$ cat src/rtl/stage_memory.sv
// Memory stage: scalar or 4-beat vector loads/stores over a single-word
// request/ready bus, with upstream stall generation and the MEM/WB register.
module stage_memory #(
    parameter int WIDTH = 128
) (
    input  logic             clk,
    input  logic             reset,
    input  logic [31:0]      mem_instr,
    input  logic             mem_reg_write,
    input  logic             mem_mem_write,
    input  logic             mem_mem_read,
    input  logic [1:0]       mem_result_src,
    input  logic             mem_vector_op,
    input  logic [WIDTH-1:0] mem_alu_result,
    input  logic [WIDTH-1:0] mem_write_data,
    input  logic [31:0]      mem_pc_plus_4,
    input  logic [WIDTH-1:0] mem_imm_ext,
    input  logic [4:0]       mem_rd,
    output logic             mem_stall,
    output logic             dmem_req,
    output logic             dmem_we,
    output logic [31:0]      dmem_addr,
    output logic [31:0]      dmem_wdata,
    input  logic [31:0]      dmem_rdata,
    input  logic             dmem_ready,
    output logic [31:0]      wb_instr,
    output logic             wb_reg_write,
    output logic [1:0]       wb_result_src,
    output logic [WIDTH-1:0] wb_read_data,
    output logic [WIDTH-1:0] wb_alu_result,
    output logic [31:0]      wb_pc_plus_4,
    output logic [WIDTH-1:0] wb_imm_ext,
    output logic [4:0]       wb_rd
);

    typedef enum logic [1:0] {
        IDLE = 2'd0,
        BUSY = 2'd1,
        DONE = 2'd2
    } state_t;

    state_t           state;
    state_t           state_next;
    logic [1:0]       beat;
    logic [WIDTH-1:0] read_buf;
    logic             we_q;
    logic             vec_q;
    logic [31:0]      base_addr;
    logic             mem_access;
    logic             last_beat;
    logic [6:0]       lane_lsb;

    assign mem_access = mem_mem_read | mem_mem_write;
    assign lane_lsb   = {beat, 5'b00000};
    assign last_beat  = (beat == (vec_q ? 2'd3 : 2'd0));

    // NOTE: every output of this block gets a default first so no path leaves
    // a value unassigned, which would otherwise infer a latch.
    always_comb begin
        state_next = state;
        mem_stall  = 1'b0;
        dmem_req   = 1'b0;
        dmem_we    = 1'b0;
        dmem_addr  = 32'd0;
        dmem_wdata = 32'd0;
        case (state)
            IDLE: begin
                if (mem_access) begin
                    mem_stall  = 1'b1;
                    state_next = BUSY;
                end
            end
            BUSY: begin
                mem_stall  = 1'b1;
                dmem_req   = 1'b1;
                dmem_we    = we_q;
                dmem_addr  = base_addr + {28'd0, beat, 2'b00};
                dmem_wdata = mem_write_data[lane_lsb +: 32];
                if (dmem_ready && last_beat) begin
                    state_next = DONE;
                end
            end
            DONE:    state_next = IDLE;
            default: state_next = IDLE;
        endcase
    end

    // NOTE: state uses non-blocking assignments so every register samples the
    // pre-edge values; the read buffer is cleared on reset because it feeds WB.
    always_ff @(posedge clk) begin
        if (reset) begin
            state     <= IDLE;
            beat      <= 2'd0;
            read_buf  <= '0;
            we_q      <= 1'b0;
            vec_q     <= 1'b0;
            base_addr <= 32'd0;
        end else begin
            state <= state_next;
            case (state)
                IDLE: begin
                    if (mem_access) begin
                        base_addr <= {mem_alu_result[31:2], 2'b00};
                        we_q      <= mem_mem_write;
                        vec_q     <= mem_vector_op;
                        beat      <= 2'd0;
                        read_buf  <= '0;
                    end
                end
                BUSY: begin
                    if (dmem_ready) begin
                        if (!we_q) begin
                            read_buf[lane_lsb +: 32] <= dmem_rdata;
                        end
                        if (!last_beat) begin
                            beat <= beat + 2'd1;
                        end
                    end
                end
                default: ;
            endcase
        end
    end

    // A stalled cycle loads a bubble: the control fields drop, data fields hold.
    always_ff @(posedge clk) begin
        if (reset) begin
            wb_instr      <= 32'd0;
            wb_reg_write  <= 1'b0;
            wb_result_src <= 2'd0;
            wb_read_data  <= '0;
            wb_alu_result <= '0;
            wb_pc_plus_4  <= 32'd0;
            wb_imm_ext    <= '0;
            wb_rd         <= 5'd0;
        end else if (mem_stall) begin
            wb_instr     <= 32'd0;
            wb_reg_write <= 1'b0;
        end else begin
            wb_instr      <= mem_instr;
            wb_reg_write  <= mem_reg_write;
            wb_result_src <= mem_result_src;
            wb_read_data  <= read_buf;
            wb_alu_result <= mem_alu_result;
            wb_pc_plus_4  <= mem_pc_plus_4;
            wb_imm_ext    <= mem_imm_ext;
            wb_rd         <= mem_rd;
        end
    end

endmodule

$ cat config.mk
export PLATFORM = sky130hd
export DESIGN_NAME = stage_memory
export DESIGN_NICKNAME = d
export VERILOG_FILES = /design/src/rtl/stage_memory.sv
export SDC_FILE = /design/constraint.sdc
export NUM_CORES = 1
export LEC_CHECK = 0
export BUFFER_PORTS_ARGS = -buffer_cell sky130_fd_sc_hd__buf_4
export CORE_AREA = 2 2 400 402
export CTS_BUF_LIST = sky130_fd_sc_hd__clkbuf_8
export CTS_CLUSTER_DIAMETER = 200
export DETAILED_ROUTE_END_ITERATION = 10
export DIE_AREA = 0 0 402 404
export GPL_ROUTABILITY_DRIVEN = 0
export PLACE_DENSITY = 0.43
export SYNTH_ARGS = -nofsm -noshare
export SYNTH_HDL_FRONTEND = slang
export SYNTH_SLANG_ARGS = --single-unit
$ cat constraint.sdc
create_clock -name clk -period 2.8 [get_ports clk]
set_clock_uncertainty 0.15 [all_clocks]
set_input_delay 0 -clock clk [delete_from_list [all_inputs] [get_ports clk]]
set_output_delay 0 -clock clk [all_outputs]
set_load 0.02 [all_outputs]
-- After elaboration in Yosys (flattened, before gate mapping)
Index checks and enable logic that the tools add are counted.
- shift-type cells: 3
- equal/unequal tests: 7
- add/subtract/negate cells: 3
- reduce and logical (&&, ||, !) cells: 8
- bitwise operators: 1
- mux-type cells: 19
- operators with widths (operator ; number):
    $mux 128 ; 3
    $pmux 128 s2 ; 1
    $bwmux 128 ; 1
    $shift 32x9->128 const A ; 1
    $shiftx 128x8->32 ; 1
    $shiftx 32x9->128 ; 1
    $mux 32 ; 2
    $add 32x4->32 ; 1
    $mux 2 ; 6
    $ne 2x2->1 const B ; 5
    $neg 7->9 ; 1
    $pmux 2 s2 ; 2
    $reduce_and 4->1 ; 2
    $reduce_and 2->1 ; 2
    $mux 1 ; 3
    $add 2x1->2 const B ; 1
    $eq 2x1->1 const B ; 1
    $eq 2x2->1 ; 1
    $logic_not 2->1 ; 1
    $pmux 1 s2 ; 1
    $reduce_bool 2->1 ; 1
    $reduce_or 2->1 ; 1
    $logic_and 1x1->1 ; 1
    $or 1x1->1 ; 1
- word-level logic and storage cells: 55
- input port bits: 494
- output and inout port bits: 523
- register bits after elaboration: 620

-- Logic depth before layout (Yosys ltp)
Gate-level depths: netlist of the first run.
- depth in word-level cells: 6
- depth in mapped cells: 9
- gate-level depth less buffers: 6

-- Worst setup path after synthesis of the first run
No wires, ideal clock.
- path type: reg-to-reg
- from: register beat[1]
- to: register read_buf[100]
- required time: 2.580 ns
- setup time: 0.070 ns
- path buffers: 3
- slack: 0.028 ns
- cell stages (with the launch flop): 10
- data arrival time: 2.551 ns
- period minus slack after synthesis: 2.772 ns
- cells stage by stage: dfxtp_1 clkbuf_1 clkbuf_1 inv_1 ha_1 nand2b_1 nor4_1 clkbuf_1 nand3_1 a21oi_1
- cells in the longest elaborated chain, start to end: 6
- elaborated cells on any way between the ends: 7
- those cells by class: add/sub (1); shift (2); mux (4)
- RTL lines (what ; RTL line ; source):
    from (decl) ; 44 ; logic [1:0] beat;
    from (signal assigned) ; 116 ; beat <= beat + 2'd1;
    $neg 7->9 * ; 113 ; read_buf[lane_lsb +: 32] <= dmem_rdata;
    $shiftx 32x9->128 / $shift 32x9->128 (equally long branches) ; 113 ;
    $bwmux 128 * ; 113 ;
    $mux 128 * ; 112 ; if (!we_q) begin
    $mux 128 * ; 111 ; if (dmem_ready) begin
    $pmux 128 s2 * ; 100 ; case (state)
    to (signal, indexed assignment) ; 113 ;
    to (decl) ; 45 ; logic [WIDTH-1:0] read_buf;
Mark *: on every way between the ends. The rest lies on a longest branch, timed or not. The select of a mux whose other input is x is not followed.
A chain may end at the register's enable or synchronous reset.

-- Worst setup path in the final report of the first run
- from: register beat[1]
- to: output port dmem_addr[31]
- cells in the longest elaborated chain, start to end: 2
- RTL lines (what ; RTL line ; source):
    $add 32x4->32 ; 77 ; dmem_addr = base_addr + {28'd0, beat, 2'b00};
    $mux 32 ; 66 ; case (state)
    to (decl) ; 22 ; output logic [31:0] dmem_addr,
Every way passes these cells.

==> results of run 1 <==
[sequential cells by signal, summed over array words and instances, names as in the netlist, 5 cells and up]
| signal | flops |
|---|---|
| wb_pc_plus_4 | 32 |
| read_buf | 128 |
| wb_imm_ext | 128 |
| base_addr | 30 |
| wb_alu_result | 128 |
| wb_instr | 32 |
| wb_read_data | 128 |
| wb_rd | 5 |
[per-layer routing]
| metal | vias to the layer above | global-route usage (%) | part of all wire, % |
|---|---|---|---|
| met3 | 230 | 3.853 | 5.7 |
| li1 | 13440 | - | - |
| met4 | 24 | 7.189 | 4.3 |
| met1 | 13440 | 19.38 | 42 |
| met5 | - | 0 | 0.10 |
| met2 | 834 | 27.86 | 48 |
[cells in the final DEF (no fill, tap or decap), types with 3 or more instances in the layout]
cell type,count
sky130_fd_sc_hd__xnor2_1,3
sky130_fd_sc_hd__or4_1,4
sky130_fd_sc_hd__buf_16,7
sky130_fd_sc_hd__and3_1,4
sky130_fd_sc_hd__clkbuf_8,149
sky130_fd_sc_hd__o31ai_1,10
sky130_fd_sc_hd__inv_1,56
sky130_fd_sc_hd__buf_4,1044
sky130_fd_sc_hd__nor3_1,4
sky130_fd_sc_hd__buf_12,31
sky130_fd_sc_hd__nor2_1,18
sky130_fd_sc_hd__a221oi_4,4
sky130_fd_sc_hd__nand2_1,1051
sky130_fd_sc_hd__dfxtp_1,601
sky130_fd_sc_hd__and2_4,31
sky130_fd_sc_hd__dfxtp_4,4
sky130_fd_sc_hd__nand3_1,131
sky130_fd_sc_hd__o21ai_0,7
sky130_fd_sc_hd__or4_4,5
sky130_fd_sc_hd__nand4_1,7
sky130_fd_sc_hd__or3_1,6
sky130_fd_sc_hd__mux4_2,32
sky130_fd_sc_hd__dfxtp_2,15
sky130_fd_sc_hd__and4_4,3
sky130_fd_sc_hd__ha_1,3
sky130_fd_sc_hd__diode_2,20
sky130_fd_sc_hd__a221o_1,4
sky130_fd_sc_hd__dlygate4sd3_1,922
sky130_fd_sc_hd__clkinv_2,12
sky130_fd_sc_hd__buf_6,46
sky130_fd_sc_hd__xor2_1,7
sky130_fd_sc_hd__a21oi_2,9
sky130_fd_sc_hd__and2_1,38
sky130_fd_sc_hd__a21oi_1,592
[final cells by class]
class                           count  area share [%]
Multi-Input combinational cell   2014           21.82
Clock buffer                      149           4.444
Timing Repair Buffer             2053           40.01
Sequential cell                   620           26.97
Clock inverter                     71          0.9164
Tap cell                         2072           5.618
Inverter                            8          0.1220
Antenna cell                       20          0.1085
[worst min-delay path, cell delays in order]
cell and delay (ns):
sky130_fd_sc_hd__dlygate4sd3_1 0.57, sky130_fd_sc_hd__buf_8 0.29, sky130_fd_sc_hd__a21oi_1 0.18
[power by group]
group          leakage (nW)  total (mW)  internal (mW)  switching, mW
logic                  12.6        4.83           2.34           2.49
registers              5.05        9.41           9.18          0.229
clock network          1.46        9.42           5.00           4.42
[Yosys cell counts, types with 4 or more instances]
cell,n
sky130_fd_sc_hd__or3_1,7
sky130_fd_sc_hd__buf_2,45
sky130_fd_sc_hd__nor4_1,4
sky130_fd_sc_hd__buf_1,9
sky130_fd_sc_hd__or4_1,8
sky130_fd_sc_hd__a221o_1,4
sky130_fd_sc_hd__dfxtp_1,620
sky130_fd_sc_hd__xor2_1,8
sky130_fd_sc_hd__ha_1,6
sky130_fd_sc_hd__nor3_1,4
sky130_fd_sc_hd__o31ai_1,10
sky130_fd_sc_hd__and2_1,69
sky130_fd_sc_hd__and3_1,5
sky130_fd_sc_hd__a221oi_2,4
sky130_fd_sc_hd__inv_1,8
sky130_fd_sc_hd__o21ai_0,9
sky130_fd_sc_hd__nand4_1,7
sky130_fd_sc_hd__clkbuf_1,170
sky130_fd_sc_hd__a21oi_1,602
sky130_fd_sc_hd__nand3_1,133
sky130_fd_sc_hd__nand2_1,1054
sky130_fd_sc_hd__mux4_2,32
sky130_fd_sc_hd__nor2_1,18
[per-stage QoR]
stage	total power, mW	TNS, ns	instances
3_5_place_dp	13.28	0	5812
6_report	23.67	-2.057	7007
5_1_grt	24.79	-9.049	7002
4_1_cts	24.05	-7.688	6980
3_3_place_gp	13.26	0	5812
2_1_floorplan	11.15	0	2869
[kinds of logic after synthesis]
family / count (synthesis)
AO/OA/AOI/OAI: 634
XOR/XNOR: 11
adder cells (fa/ha/maj): 7
buffers and inverters: 236
flip-flops: 620
multiplexers: 33
other: 1
AND/OR/NAND/NOR: 1326
[worst paths after layout]
kind                     end       startpoint  cells after the start  slack, ns
max            dmem_addr[31]          beat[1]                      6      -0.20
min             read_buf[24]            reset                      3       0.11
max reg2reg     read_buf[66]          beat[0]                     12       0.14
min reg2reg  wb_read_data[3]  wb_read_data[3]                      2       0.30
[repair_timing]
action / CTS / global route
endpoints found under the hold margin: 620 / 0
gates resized for setup: 135 / 36
cloned: 4 / 3
pin swaps: 24 / 11
setup buffers: 23 / 10
hold buffers: 922 / 0
endpoints found under the setup margin: 53 / 81
==> run metrics, run 1 <==
final-report setup violation count 21; nets@finish ~5,300; xor/xnor share of the synthesized area 0.4177%; pre-CTS worst setup slack around 0.15 ns; TritonCTS Buffers 120; buffer cell driving the clock tree root sky130_fd_sc_hd__clkbuf_8; number of pins exceeding their max-slew limit in the final report 0; nature of the critical path startpoint flip-flop; class of the tightest hold or removal check input port to flip-flop; PD cells approximately 510 nW/um^2; Clock Path Buffers 3; Leakage Power approximately 19 nW; maximum number of pins on one net before global-route repair between 100 and 150; effective utilization at floorplan between 10% and 20%; cell breakdown of the critical path ha_4 > a21oi_4 > or4_4 > or4_4 > a21oi_2 > buf_6; setup repair after global routing missed its margin yes; number of max-cap violations 0; post-detailed-route count of antenna-violating nets 0; instance area after placement 33,410 um^2; type of destination of the critical path primary output; worst-margin pin slew around 1.1 ns; Cell Area, Synth approximately 23,000 um^2; number of global-route vias before repair ~29,000; slew margin rel. around a quarter; dominant delay contributor by cell family on the critical path simple AND/OR/NAND/NOR gates; via count of the routed design between 20,000 and 30,000; failing checks setup timing; first-pass GRT wire length slightly below 200 mm; maximum net fanout on the critical path 5; Max IR drop VDD between 300 and 400 uV; area used by multi-input combinational logic a little over 10,000 um^2; area of the die 162,400 um^2; largest family of logic cells by synthesized area simple AND/OR/NAND/NOR gates; Area growth syn-to-layout 100.1%; primary flip-flop cell chosen by synthesis mapping sky130_fd_sc_hd__dfxtp_1; Port Buffer Count 1,014; clock tree from TritonCTS done; combined flip-flop and latch cell area about 12,000 um^2; number of filler instances in the final layout ~17,000; GRT overflow 0; startpoint-to-endpoint class of the critical path flip-flop to primary output; routed via count divided by cell count between 3 and 4; number of sinks on the clock net 620; share of the core filled with cells approximately 30%; number of failing hold endpoints at the final stage 0; worst-case hold slack ~0.11 ns; Reg clk slew, reported paths about 0.06 ns; share of Yosys cell area claimed by the top area cell type between 50% and 60%; critical-path cell with the highest stage delay sky130_fd_sc_hd__or4_4; fraction of registers with async set or reset after synthesis 0%; Routed WL per cell 19.79 um; cell area after layout between 40,000 and 50,000 um^2; Core Rows approximately 150; Yosys warning total 0; share of synthesized area spent on multiplexers 3.173%; number of antenna violations at the first check in global routing 34; synthesized flop and latch total a little over 600; Post-synth EDFFs 0; mean post-synth cell area approximately 8.0 um^2; part of the cycle the worst path needs 107.2%; layout cells sized above 1 between 20% and 30%; distinct cell type count after synthesis 47; maximum clock rate between 0.3 and 0.4 GHz; clock period minus worst slack between 3 and 4 ns; Iteration-0 DRC Markers 1,431; Die Wd between 400 and 500 um; cell mode on critical path sky130_fd_sc_hd__or4_4; Final HPWL DP 99.18 mm; area share of fa/ha/maj cells after synthesis less than 1%; total wire length roughly 140 mm; Worst path max stage delay 0.51 ns; number of buffer and inverter instances along the worst setup path 1; total global-route track usage 16.31%; Synth Instances ~2,900; CP Data Required Time approximately 2.7 ns; Top Ports 1,017; top area cells in the synthesized netlist sky130_fd_sc_hd__dfxtp_1, sky130_fd_sc_hd__nand2_1, sky130_fd_sc_hd__a21oi_1; area fraction in compound gates after synthesis between 10 and 15%; cell type with the largest total area after synthesis sky130_fd_sc_hd__dfxtp_1; arrival time of data at the critical path endpoint ~2.9 ns; DRC violation count after routing 0; simple logic cell fraction of the synthesized area approximately a quarter; Die H 404 um; clock network latency to the later pin of the worst-skew pair 0.86 ns; sequential cell area fraction in the yosys report roughly 54%; first-pass detailed-route iteration total 5; level count of the clock H-tree 3; final setup margin -0.2025 ns; area of the core region 157,800 um^2; outcome complete, but fails checks
(Power assumes the default switching activity.)
==> run 2, diff against run 1 <==
==> constraint.sdc (replaced) <==
create_clock -name clk -period 2.8 [get_ports clk]
set_clock_uncertainty 0.15 [all_clocks]
set_input_delay 0.56 -clock clk [delete_from_list [all_inputs] [get_ports clk]]
set_output_delay 0.56 -clock clk [all_outputs]
set_load 0.02 [all_outputs]
==> run 2 against run 1 <==
Against the previous run:
- the run still ends with setup timing left
- combinational power fell by 8.9%
- setup slack got worse by 0.46 ns
- sequential share of layout area grew 3.2 points
- fmax down 13%
- final cell count shrank 7.3%
- clock power about the same
- design area shrank 11%
- global-route usage decreased by 0.75 points
- register-to-register slack got worse by 0.03 ns
- total power decreased by 1.9%
- die area unchanged
- critical path depth unchanged
- largest power group unchanged
==> run metrics, run 2 (same netlist as run 1, synthesis figures left out) <==
clock network latency to the later pin of the worst-skew pair approximately 0.85 ns; part of the cycle the worst path needs 123.7%; type of destination of the critical path primary output; Routed WL per cell between 20 and 25 um; startpoint-to-endpoint class of the critical path flip-flop to primary output; total global-route track usage around 16%; setup repair after global routing missed its margin yes; final-report setup violation count 61; total wire length ~130 mm; Max IR drop VDD slightly above 400 uV; Worst path max stage delay approximately 0.50 ns; maximum net fanout on the critical path 4; failing checks setup timing; cell mode on critical path sky130_fd_sc_hd__or4_4; Die Wd between 400 and 500 um; Clock Path Buffers 3; first-pass detailed-route iteration total 5; number of sinks on the clock net 620; slew margin rel. a little under half; effective utilization at floorplan between 10% and 20%; most frequent standard cell in the layout excluding fill and tap cells sky130_fd_sc_hd__buf_4; share of the core filled with cells around a quarter; reg-to-reg critical path startpoint beat[0]; maximum clock rate 0.2886 GHz; Reg clk slew, reported paths about 0.060 ns; area of the die ~160,000 um^2; dominant delay contributor by cell family on the critical path simple AND/OR/NAND/NOR gates; cell breakdown of the critical path ha_4 > a21oi_2 > or4_4 > or4_4 > a21oi_4 > buf_6; clock period minus worst slack 3.465 ns; cell area after layout approximately 41,000 um^2; layout cells sized above 1 34.00%; instance area after placement approximately 34,000 um^2; final setup margin -0.6648 ns; Iteration-0 DRC Markers ~1,300; number of global-route vias before repair 25,860; leading cell types in the layout, fill and taps excluded sky130_fd_sc_hd__buf_4, sky130_fd_sc_hd__nand2_1, sky130_fd_sc_hd__dfxtp_1; source of the worst hold timing path wb_alu_result[108]; CP Data Required Time between 2 and 2.5 ns; Die H just over 400 um; first-pass GRT wire length roughly 190 mm; worst-margin pin slew ~0.8 ns; Final HPWL DP 98.47 mm; Area growth syn-to-layout 78.50%; maximum number of pins on one net before global-route repair a little under 100; arrival time of data at the critical path endpoint approximately 2.8 ns; number of failing hold endpoints at the final stage 0; post-detailed-route count of antenna-violating nets 0; buffer cell driving the clock tree root sky130_fd_sc_hd__clkbuf_8; number of antenna violations at the first check in global routing 29; Leakage Power approximately 17 nW; number of max-cap violations 0; PD cells around 560 nW/um^2; DRC violation count after routing 0; critical-path cell with the highest stage delay sky130_fd_sc_hd__or4_4; Top Ports just over 1,000; class of the tightest hold or removal check flip-flop to flip-flop; nets@finish ~4,800; routed via count divided by cell count about 4; Core Rows about 150; nature of the critical path startpoint flip-flop; Port Buffer Count between 1,000 and 1,500; level count of the clock H-tree 3; post-route setup TNS -26.32 ns; area of the core region between 150,000 and 200,000 um^2; source of the critical timing path base_addr[3]; GRT overflow 0; via count of the routed design approximately 26,000; TritonCTS Buffers around 120; number of buffer and inverter instances along the worst setup path 1; number of pins exceeding their max-slew limit in the final report 0; outcome complete, but fails checks; clock tree from TritonCTS done
==> run 2: metal layers <==
metal / vias to the layer above / routed length (um) / global-route usage [%]
met3: 170 / 7623 / 3.462
met5: - / 73 / 0
met4: 12 / 3653 / 5.026
met1: 12520 / 57600 / 19.31
met2: 853 / 64550 / 26.55
li1: 12440 / - / -
==> run 2: path summary, 6_finish.rpt <==
path / endpoint / slack (ns) / cells after the start
max reg2reg: read_buf[109] / 0.11 / 13
min reg2reg: wb_alu_result[108] / 0.30 / 2
min: wb_alu_result[108] / 0.30 / 2
max: dmem_addr[29] / -0.66 / 6
==> run 2: timing repair <==
item	in CTS	in global routing
pin swaps	51	14
setup buffers	27	9
endpoints found under the setup margin	97	168
hold buffers	370	0
gates resized for setup	131	66
endpoints found under the hold margin	502	0
cloned	5	3
==> run 2: power by group <==
part / leakage, nW / internal (mW) / switching (mW)
clock: 1.42 / 5.01 / 4.42
sequential: 5.04 / 9.18 / 0.215
combinational: 10.2 / 1.93 / 2.47
total: 16.7 / 16.1 / 7.11
==> run 2: area by class of cell <==
class	instances	area, um^2
fill	17280	116700
timing repair buffer	1549	13390
sequential	620	12430
multi-input combinational	2013	10170
tap	2072	2592
clock buffer	145	1996
clock inverter	67	483.0
inverter	8	56.30
antenna	22	55.05
timing repair inverter	1	8.758
==> run 2: worst reg2reg max path, cell delays in order, from the launching register on <==
cell and delay, ns:
sky130_fd_sc_hd__dfxtp_4 0.35, sky130_fd_sc_hd__buf_6 0.11, sky130_fd_sc_hd__buf_6 0.10, sky130_fd_sc_hd__buf_12 0.15
sky130_fd_sc_hd__buf_12 0.17, sky130_fd_sc_hd__buf_4 0.16, sky130_fd_sc_hd__buf_8 0.14, sky130_fd_sc_hd__inv_4 0.07
sky130_fd_sc_hd__ha_4 0.21, sky130_fd_sc_hd__nand2b_1 0.15, sky130_fd_sc_hd__nor4_2 0.37, sky130_fd_sc_hd__buf_12 0.24
sky130_fd_sc_hd__nand3_1 0.13, sky130_fd_sc_hd__a21oi_1 0.16
==> run 2: metrics by stage <==
step | hold slack [ns] | total power, mW | cells | setup slack (ns)
after floorplan | 0.2821 | 11.15 | 2869 | 0.02354
after global placement | 0.2888 | 13.37 | 5857 | -0.2174
after detailed placement | 0.2938 | 13.38 | 5857 | -0.1471
after CTS | 0.1851 | 23.56 | 6470 | -0.8350
after global routing | 0.2550 | 24.31 | 6493 | -0.8300
final | 0.3001 | 23.23 | 6497 | -0.6648
